**config.mk**
```make
export PLATFORM = sky130hd
export DESIGN_NAME = regmodel0_regmodel_smutex0_core
export DESIGN_NICKNAME = d
export VERILOG_FILES = /design/src/rtl/regmodel0_regmodel_smutex0_pkg.sv /design/src/rtl/regmodel0_regmodel_smutex0_age_timer.sv /design/src/rtl/regmodel0_regmodel_smutex0_core.sv
export SDC_FILE = /design/constraint.sdc
export NUM_CORES = 1
export LEC_CHECK = 0
export ABC_AREA = 1
export BUFFER_PORTS_ARGS = -buffer_cell sky130_fd_sc_hd__buf_2
export CAP_MARGIN = 5
export CELL_PAD_IN_SITES_DETAIL_PLACEMENT = 1
export CELL_PAD_IN_SITES_GLOBAL_PLACEMENT = 1
export CORE_ASPECT_RATIO = 1.5
export CORE_MARGIN = 2
export CORE_UTILIZATION = 35
export DETAILED_ROUTE_END_ITERATION = 8
export MAX_ROUTING_LAYER = met4
export PLACE_DENSITY = 0.63
export SLEW_MARGIN = 10
export SYNTH_ARGS = -nofsm -noshare
export SYNTH_HDL_FRONTEND = slang
export SYNTH_SLANG_ARGS = --single-unit
```
**constraint.sdc**
```tcl
create_clock -name clk_i -period 4.48 [get_ports clk_i]
set_input_delay 0.896 -clock clk_i [delete_from_list [all_inputs] [get_ports clk_i]]
set_output_delay 0.896 -clock clk_i [all_outputs]
set_load 0.02 [all_outputs]
```
**src/rtl/regmodel0_regmodel_smutex0_pkg.sv**
```systemverilog
// Shared types, error codes and helpers for the smutex0 hardware mutex engine.
package regmodel0_regmodel_smutex0_pkg;

    localparam int unsigned DEF_NUM_MUTEX = 32;
    localparam int unsigned DEF_IDX_W     = 5;
    localparam int unsigned DEF_ID_W      = 6;
    localparam int unsigned DEF_DATA_W    = 32;

    typedef enum logic [1:0] {
        OpLock    = 2'd0,
        OpRelease = 2'd1,
        OpForce   = 2'd2,
        OpRsvd    = 2'd3
    } op_e;

    localparam logic [2:0] ERR_NONE          = 3'd0;
    localparam logic [2:0] ERR_REL_NOT_OWNER = 3'd1;
    localparam logic [2:0] ERR_REL_FREE      = 3'd2;
    localparam logic [2:0] ERR_TIMEOUT       = 3'd3;
    localparam logic [2:0] ERR_FORCE_DENIED  = 3'd4;
    localparam logic [2:0] ERR_ILLEGAL       = 3'd5;

    typedef enum logic [1:0] {
        StIdle = 2'd0,
        StExec = 2'd1,
        StResp = 2'd2
    } state_e;

    // Age tick period in clocks: 1, 16, 256 or 4096.
    function automatic int unsigned prescale_period(input logic [1:0] prescale);
        return 32'd1 << (4 * prescale);
    endfunction

endpackage

```
**src/rtl/regmodel0_regmodel_smutex0_age_timer.sv**
```systemverilog
// Shared prescaler, per-mutex saturating age counters, sticky expiry flags and
// a lowest-index picker for the expiry service path.
module regmodel0_regmodel_smutex0_age_timer
    import regmodel0_regmodel_smutex0_pkg::*;
#(
    parameter int unsigned NUM_MUTEX = DEF_NUM_MUTEX,
    parameter int unsigned IDX_W     = DEF_IDX_W
) (
    input  logic                 clk_i,
    input  logic                 rst_i,
    input  logic [NUM_MUTEX-1:0] held_i,
    input  logic [NUM_MUTEX-1:0] clr_i,
    input  logic [7:0]           compare_i,
    input  logic [1:0]           prescale_i,
    output logic                 expired_any_o,
    output logic [IDX_W-1:0]     expired_idx_o
);

    logic [11:0]          presc_q, presc_d, presc_mask;
    logic                 tick;
    logic [7:0]           age_q [NUM_MUTEX];
    logic [7:0]           age_d [NUM_MUTEX];
    logic [NUM_MUTEX-1:0] exp_q, exp_d;

    always_comb begin
        presc_mask = 12'(prescale_period(prescale_i) - 1);
        presc_d    = presc_q + 12'd1;
        tick       = (presc_q & presc_mask) == presc_mask;
    end

    always_comb begin
        for (int i = 0; i < NUM_MUTEX; i++) begin
            age_d[i] = age_q[i];
            exp_d[i] = exp_q[i];
            if (clr_i[i]) begin
                age_d[i] = 8'd0;
                exp_d[i] = 1'b0;
            end else begin
                if (tick && held_i[i] && (age_q[i] != 8'hFF)) begin
                    age_d[i] = age_q[i] + 8'd1;
                end
                // A zero compare disables timeout and drops any pending expiry.
                if (compare_i == 8'd0) begin
                    exp_d[i] = 1'b0;
                end else if (held_i[i] && (age_q[i] >= compare_i)) begin
                    exp_d[i] = 1'b1;
                end
            end
        end
    end

    always_comb begin
        expired_any_o = |exp_q;
        expired_idx_o = '0;
        for (int i = NUM_MUTEX - 1; i >= 0; i--) begin
            if (exp_q[i]) begin
                expired_idx_o = IDX_W'(i);
            end
        end
    end

    always_ff @(posedge clk_i) begin
        if (rst_i) begin
            presc_q <= 12'd0;
            exp_q   <= '0;
            for (int i = 0; i < NUM_MUTEX; i++) begin
                age_q[i] <= 8'd0;
            end
        end else begin
            presc_q <= presc_d;
            exp_q   <= exp_d;
            for (int i = 0; i < NUM_MUTEX; i++) begin
                age_q[i] <= age_d[i];
            end
        end
    end

endmodule

```
**src/rtl/regmodel0_regmodel_smutex0_core.sv**
```systemverilog
// smutex0 engine: arbitrates lock/release/force requests, services timed-out
// locks and drives owner and error-log register update hooks.
module regmodel0_regmodel_smutex0_core
    import regmodel0_regmodel_smutex0_pkg::*;
#(
    parameter int unsigned NUM_MUTEX = DEF_NUM_MUTEX,
    parameter int unsigned IDX_W     = DEF_IDX_W,
    parameter int unsigned ID_W      = DEF_ID_W,
    parameter int unsigned DATA_W    = DEF_DATA_W
) (
    input  logic              clk_i,
    input  logic              rst_i,
    input  logic              req_valid_i,
    output logic              req_ready_o,
    input  logic [1:0]        req_op_i,
    input  logic [IDX_W-1:0]  req_idx_i,
    input  logic [ID_W-1:0]   req_id_i,
    input  logic [DATA_W-1:0] req_wdata_i,
    output logic              rsp_valid_o,
    output logic              rsp_ok_o,
    output logic [ID_W-1:0]   rsp_owner_o,
    output logic [ID_W-1:0]   owner_id_d_o,
    output logic              owner_id_enb_o,
    input  logic [ID_W-1:0]   ipc_sc_id_q_i,
    input  logic [7:0]        timeout_compare_q_i,
    input  logic [1:0]        timeout_prescale_q_i,
    input  logic [2:0]        err_code_q_i,
    output logic [2:0]        err_code_d_o,
    output logic              err_code_enb_o,
    output logic              err_access_d_o,
    output logic              err_access_enb_o,
    output logic [ID_W-1:0]   err_id_d_o,
    output logic              err_id_enb_o,
    output logic              err_multi_d_o,
    output logic              err_multi_enb_o,
    output logic [DATA_W-1:0] err_data_d_o,
    output logic              err_data_enb_o,
    output logic [IDX_W-1:0]  err_mutex_idx_d_o,
    output logic              err_mutex_idx_enb_o,
    output logic              irq_o
);

    state_e              state_q, state_d;
    op_e                 op_q;
    logic [IDX_W-1:0]    idx_q;
    logic [ID_W-1:0]     id_q;
    logic [DATA_W-1:0]   wdata_q;
    logic                ok_q, ok_d;
    logic                irq_q;
    logic [ID_W-1:0]     owner_q [NUM_MUTEX];

    logic                latch;
    logic                owner_wr;
    logic [IDX_W-1:0]    owner_wr_idx;
    logic [ID_W-1:0]     owner_wr_val;
    logic [ID_W-1:0]     cur_owner;
    logic [NUM_MUTEX-1:0] held, clr;
    logic                expired_any;
    logic [IDX_W-1:0]    expired_idx;

    logic                err_fire, err_first;
    logic [2:0]          err_code;
    logic                err_access;
    logic [ID_W-1:0]     err_id;
    logic [DATA_W-1:0]   err_data;
    logic [IDX_W-1:0]    err_idx;

    always_comb begin
        for (int i = 0; i < NUM_MUTEX; i++) begin
            held[i] = owner_q[i] != '0;
        end
    end

    regmodel0_regmodel_smutex0_age_timer #(
        .NUM_MUTEX(NUM_MUTEX),
        .IDX_W    (IDX_W)
    ) u_age_timer (
        .clk_i        (clk_i),
        .rst_i        (rst_i),
        .held_i       (held),
        .clr_i        (clr),
        .compare_i    (timeout_compare_q_i),
        .prescale_i   (timeout_prescale_q_i),
        .expired_any_o(expired_any),
        .expired_idx_o(expired_idx)
    );

    always_comb begin
        state_d      = state_q;
        ok_d         = ok_q;
        latch        = 1'b0;
        owner_wr     = 1'b0;
        owner_wr_idx = idx_q;
        owner_wr_val = '0;
        clr          = '0;
        cur_owner    = owner_q[idx_q];
        err_fire     = 1'b0;
        err_code     = ERR_NONE;
        err_access   = 1'b0;
        err_id       = '0;
        err_data     = '0;
        err_idx      = '0;

        unique case (state_q)
            StIdle: begin
                if (req_valid_i) begin
                    latch   = 1'b1;
                    state_d = StExec;
                end else if (expired_any) begin
                    // Expiry only uses idle cycles, so it never collides with a request error.
                    owner_wr          = 1'b1;
                    owner_wr_idx      = expired_idx;
                    clr[expired_idx]  = 1'b1;
                    err_fire          = 1'b1;
                    err_code          = ERR_TIMEOUT;
                    err_access        = 1'b1;
                    err_id            = owner_q[expired_idx];
                    err_idx           = expired_idx;
                end
            end
            StExec: begin
                state_d    = StResp;
                ok_d       = 1'b0;
                err_access = op_q != OpLock;
                err_id     = id_q;
                err_data   = wdata_q;
                err_idx    = idx_q;
                if ((id_q == '0) || (op_q == OpRsvd)) begin
                    err_fire = 1'b1;
                    err_code = ERR_ILLEGAL;
                end else begin
                    case (op_q)
                        OpLock: begin
                            if (cur_owner == '0) begin
                                owner_wr     = 1'b1;
                                owner_wr_val = id_q;
                                clr[idx_q]   = 1'b1;
                                ok_d         = 1'b1;
                            end else if (cur_owner == id_q) begin
                                ok_d = 1'b1;
                            end
                        end
                        OpRelease: begin
                            if (cur_owner == id_q) begin
                                owner_wr   = 1'b1;
                                clr[idx_q] = 1'b1;
                                ok_d       = 1'b1;
                            end else begin
                                err_fire = 1'b1;
                                err_code = (cur_owner == '0) ? ERR_REL_FREE : ERR_REL_NOT_OWNER;
                            end
                        end
                        OpForce: begin
                            if ((ipc_sc_id_q_i != '0) && (id_q == ipc_sc_id_q_i)) begin
                                owner_wr   = 1'b1;
                                clr[idx_q] = 1'b1;
                                ok_d       = 1'b1;
                            end else begin
                                err_fire = 1'b1;
                                err_code = ERR_FORCE_DENIED;
                            end
                        end
                        default: ;
                    endcase
                end
            end
            StResp: state_d = StIdle;
            default: state_d = StIdle;
        endcase
    end

    always_comb begin
        req_ready_o    = state_q == StIdle;
        rsp_valid_o    = state_q == StResp;
        rsp_ok_o       = rsp_valid_o & ok_q;
        rsp_owner_o    = rsp_valid_o ? owner_q[idx_q] : '0;
        owner_id_enb_o = rsp_valid_o;
        owner_id_d_o   = rsp_owner_o;

        // Only the first error is logged in full; later ones just flag multi.
        err_first           = err_fire && (err_code_q_i == ERR_NONE);
        err_code_enb_o      = err_first;
        err_access_enb_o    = err_first;
        err_id_enb_o        = err_first;
        err_data_enb_o      = err_first;
        err_mutex_idx_enb_o = err_first;
        err_code_d_o        = err_first ? err_code : ERR_NONE;
        err_access_d_o      = err_first & err_access;
        err_id_d_o          = err_first ? err_id : '0;
        err_data_d_o        = err_first ? err_data : '0;
        err_mutex_idx_d_o   = err_first ? err_idx : '0;
        err_multi_enb_o     = err_fire && !err_first;
        err_multi_d_o       = err_multi_enb_o;
        irq_o               = irq_q;
    end

    always_ff @(posedge clk_i) begin
        if (rst_i) begin
            state_q <= StIdle;
            op_q    <= OpLock;
            idx_q   <= '0;
            id_q    <= '0;
            wdata_q <= '0;
            ok_q    <= 1'b0;
            irq_q   <= 1'b0;
            for (int i = 0; i < NUM_MUTEX; i++) begin
                owner_q[i] <= '0;
            end
        end else begin
            state_q <= state_d;
            ok_q    <= ok_d;
            irq_q   <= err_code_q_i != ERR_NONE;
            if (latch) begin
                op_q    <= op_e'(req_op_i);
                idx_q   <= req_idx_i;
                id_q    <= req_id_i;
                wdata_q <= req_wdata_i;
            end
            if (owner_wr) begin
                owner_q[owner_wr_idx] <= owner_wr_val;
            end
        end
    end

endmodule

```
# After elaboration in Yosys (flattened, before gate mapping)
# Memory sizes are Yosys's and may differ from the RTL's. A register that Yosys moved wholly into a read port is not among the register bits.
# Cells that the tools add are included.
# word_totals
regBits,93
ramBits,448
in_bits,67
elab_cells,566
n_memories,2
# op_classes
addsub,34
n_lt_le_gt_ge,36
n_eq_ne,41
n_shift,1
n_mux,199
bitwise_logic,35
n_reduce_logical,178
# mem_list
memory,words,word_bits,read_ports,rd_ports_with_merged_regs,write_ports,line_no,source
u_age_timer.age_q,32,8,32,0,32,regmodel0_regmodel_smutex0_age_timer.sv:21,logic [7:0] age_q [NUM_MUTEX];
owner_q,32,6,34,1,32,regmodel0_regmodel_smutex0_core.sv:50,logic [ID_W-1:0] owner_q [NUM_MUTEX];
# op_table
operator,n
8-bit 2-to-1 mux,96
8-bit by 1-bit adder with 8-bit output (second input constant),32
8-bit greater-or-equal comparator,32
32-bit 2-to-1 mux,8
8-bit inequality test (second input constant),32
5-bit 2-to-1 mux,41
6-bit nonzero test,33
1-bit logical AND,101
32-bit one-hot mux with 3 select lines,1
3-bit OR reduction,32
32-bit one-hot mux with 2 select lines,1
6-bit 2-to-1 mux,9
1-bit OR,32
32-bit OR reduction,1
1-bit 2-to-1 mux,22
12-bit by 1-bit adder with 12-bit output (second input constant),1
12-bit AND,1
12-bit == test,1
6-bit == test,2
6-bit logical NOT,2
5-bit by 6-bit less-than comparator with 1-bit output (second input constant),2
3-bit one-hot mux with 2 select lines,2
6-bit one-hot mux with 2 select lines,1
1-bit by 4-bit << shifter with 12-bit output (first input constant),1
other kinds (21),38

# Depth between registers and ports, before layout
# depth
ltp_word,41
depth_mapped,39
ltp_nobuf,38

# By module
# Synthesis repeated with hierarchy kept, for this count alone.
# hier_totals
cells_unflattened,4439
area_unflattened_um2,34152.8
# by_module_without_submodules
mod,n_inst,cells_per_inst,area_per_inst_um2
regmodel0_regmodel_smutex0_age_timer,1,2557,19149.6
regmodel0_regmodel_smutex0_core,1,1882,15003.1

# Worst setup path before layout
# No wires, ideal clock.
# synth_path
kind,reg2out
start,register (tool-made name)
end,output err_data_d_o[0]
arrival_time_ns,3.083
slack_ns,0.501
path_stages_with_launch,19
cell_sequence,dfxtp_1 buf_4 inv_2 buf_6 buf_2 a21oi_1 o21ai_0 nand3_1 a32o_1 or2_2 nand3_1 nor4_4 o21ai_0 a31oi_1 nor2_1 buf_2 clkinv_1 buf_2 nor2_1
# synth_rtl
element,line_no,source
end: declaration,regmodel0_regmodel_smutex0_core.sv:36,"output logic [DATA_W-1:0] err_data_d_o,"

==> impl_metrics.ini <==
[sta]
drv_slew = 0
fin_crit_ns = 5.10
tightest_slew_ns = 1.09
fin_setup_tns_ns = -26.96
finalSetupViolCount = 54
postLayoutSetupSlackWorst_ns = -0.617
period_share_pct = 114
skew_ns = 0.0233
rsz0062_at_grt = yes
maxSlewHeadroom_pct = 26.8
hold_violations = 0
max_freq_ghz = 0.196

[detailed_routing]
drc = 0
num_vias = 31700
first_pass_iters = 5
ant_nets = 0
routed_wl_mm = 126
viasPerCell = 5.37
wl_per_cell_um = 21.3
dr.first_iter.drc_count = 1245

[synth]
ys_seq_area_share_pct = 39.2
avgSynthCellArea_um2 = 7.81
synth_seq_cells = 546
synth-async-reset-ratio_pct = 0
synth_area_leaders = dfxtp_1 (22%), edfxtp_1 (18%), ha_1 (11%), nor2_1 (6.8%), inv_1 (5.8%)
synth.most_common_cell = nor2_1
yosys.area.top_type = dfxtp_1
synth_area_um2 = 32800
syn_nets = 4562
synthTopCellsByCount = nor2_1 (594), inv_1 (504), nand2_1 (452)
synth_top_area_share_pct = 21.6
synthFlopType = dfxtp_1
synth_edf_count = 192
synth_cell_type_count = 55
yosys_warnings = 0
syn_inst = 4201

[clock_tree]
clk_pin_slew_worst_paths_ns = 0.06
cts_buffer_depth = 3
cts_max_level = 2
cts_tree = built
numCtsBuffers = 59
cts.sinks = 546
cts_root_buffer = clkbuf_16
insertion_delay_ns = 0.66
cts_hold_buf = 0

[floorplanning]
initial_core_util_pct = 35.3
num_rows = 137
dieWidth_um = 254
core-area_um2 = 92900
die-area_um2 = 96300
die_h_um = 379
io_pins = 138

[critical_path]
critPathKind = register to output pin
critPathBufInv = 11
crit_fanout = 8
rr_worst_depth = 32
r2r_end = u_age_timer.exp_q[30]$_SDFFE_PP0P_
crit_top_cell = buf_4
worstPathRequired_ns = 3.58
crit_arrival_ns = 4.20
endpoint_kind = output pin
start_kind = register
cp_top_family = buffers and inverters
critPathMaxStageDelay_ns = 0.39
cp_cell_sequence = clkinv_8 -> buf_12 -> buf_16 -> buf_4 -> nor2_1 -> o221ai_1 -> nand3_1 -> o311ai_2 -> buf_4 -> nand2_4 -> xor2_1 -> inv_1 -> nand2_2 -> nor4_4 -> o21ai_2 -> a31oi_4 -> nor2_1 -> buf_4 -> buf_12 -> inv_12 -> clkbuf_16 -> nor2_2 -> buf_6
r2r_start = u_age_timer.exp_q[30]$_SDFFE_PP0P_
cpMaxStageDelayCell = dfxtp_4
r2r_slack_ns = 0.07

[pwr]
irDropWorstVdd_uv = 285
leakagePower_nw = 16.9
power-per-cell-area_nw_per_um2 = 293

[grt]
grt_remaining_overflow = 0
grt_antenna_before_repair = 3
grt_start_max_net_pins = 74
grt_util_all_layers_pct = 26.6
grt_pass1_vias = 32800
grt_pass1_wl_mm = 191

[job]
cap_violations = 0

[placement]
hpwl_mm = 91.0
gp_congestion = 0.952
numPortBuffers = 137

[min_path]
min_from = u_age_timer.presc_q[0]$_SDFF_PP0_
worstHoldEndpoint = u_age_timer.presc_q[0]$_SDFF_PP0_
whs_path_depth = 1
hold_class = register to register

[finish]
drive_gt1_share_pct = 19.2
areaGrowthSynthToFinish_pct = 27.2
nets = 4959
utilization_pct = 44.9

[status]
status = finished with violations
violations = negative setup slack
-- layout make-up --
| cell class | count | area [um2] |
|---|---|---|
| Tap cell | 1251 | 1570 |
| Multi-Input combinational cell | 3006 | 18500 |
| Clock buffer | 81 | 1650 |
| Clock inverter | 29 | 262 |
| Sequential cell | 546 | 12900 |
| Fill cell | 11200 | 51200 |
| Timing Repair Buffer | 475 | 4970 |
| Antenna cell | 4 | 10.0 |
| Inverter | 510 | 1950 |
-- routing by layer --
metal  track usage (%)  share of wire (%)  wire length (um)  vias to the layer above
met5                 -                  0                 0                        -
met4              15.1                6.6              8340                        0
met3              2.87                3.4              4250                      350
met2              49.3                 53             67300                      617
met1              27.0                 37             46000                    15500
li1                  -                  -                 -                    15200
-- through the flow --
step | instances | hold WS, ns | setup slack, ns | cell area [um2] | power [mW]
global route | 5901 | 0.468 | -0.828 | 41700 | 12.7
detailed placement | 5715 | 0.442 | -0.222 | 37300 | 7.07
CTS | 5893 | 0.451 | -0.557 | 40700 | 12.3
global placement | 5715 | 0.434 | -0.216 | 37300 | 7.05
floorplan | 4201 | 0.418 | 0.501 | 32800 | 6.28
finish | 5902 | 0.450 | -0.617 | 41700 | 12.2
-- kinds of logic after synthesis --
group,after synthesis,share of synthesized area (%)
buf+inv,650,7.81
mux,5,0.153
flops,546,39.2
compound gates,819,14.1
xor+xnor,42,1.12
fa+ha+maj,294,11.2
simple gates,1845,26.5
-- cell usage in the layout (no fill, tap or decap), drive strengths merged, types with 36 or more instances in the layout --
master  netlist  routed
o21a         48      48
clkbuf       80      87
nor2        606     607
dfxtp       354     354
nand2       519     519
inv         507     510
o21bai       36      36
edfxtp      192     192
ha          294     294
nand3       318     318
nor4         86      86
o21ai       246     246
nand4        93      93
or2          49      49
a21oi       373     373
nor3        115     115
buf          60     466
xor2         38      38
-- worst max-delay path by stage --
stage                            to  slack, ns  cells past startpoint
2_1_floorplan       err_data_d_o[0]       0.50                     18
3_3_place_gp          err_id_d_o[2]      -0.22                     40
3_5_place_dp   err_mutex_idx_d_o[1]      -0.22                     24
4_1_cts               err_multi_d_o      -0.56                     21
5_1_grt               err_id_d_o[1]      -0.83                     40
6_report            err_data_d_o[2]      -0.62                     23
-- timing repair --
action | in CTS | in global routing
pin swaps | 56 | 68
setup endpoints to repair | 255 | 453
hold endpoints to repair | 0 | 0
setup buffers | 54 | 18
gates cloned | 14 | 6
gates resized for setup | 214 | 248
-- sequential cells by signal, indices dropped and copies added (netlist names), named ones only --
register	count
state_q	2
ok_q	1
wdata_q	32
idx_q	5
u_age_timer.presc_q	12
u_age_timer.exp_q	32
owner_q	192
id_q	6
u_age_timer.age_q	256
op_q	2
irq_o	1
-- where the power goes --
| part | leakage [nW] | total, mW | switching, mW | internal, mW |
|---|---|---|---|---|
| sequential | 4.85 | 5.34 | 0.105 | 5.24 |
| combinational | 11.1 | 1.92 | 1.19 | 0.730 |
| clock | 0.951 | 4.98 | 2.18 | 2.80 |
Power figures use the tool's default switching activity.
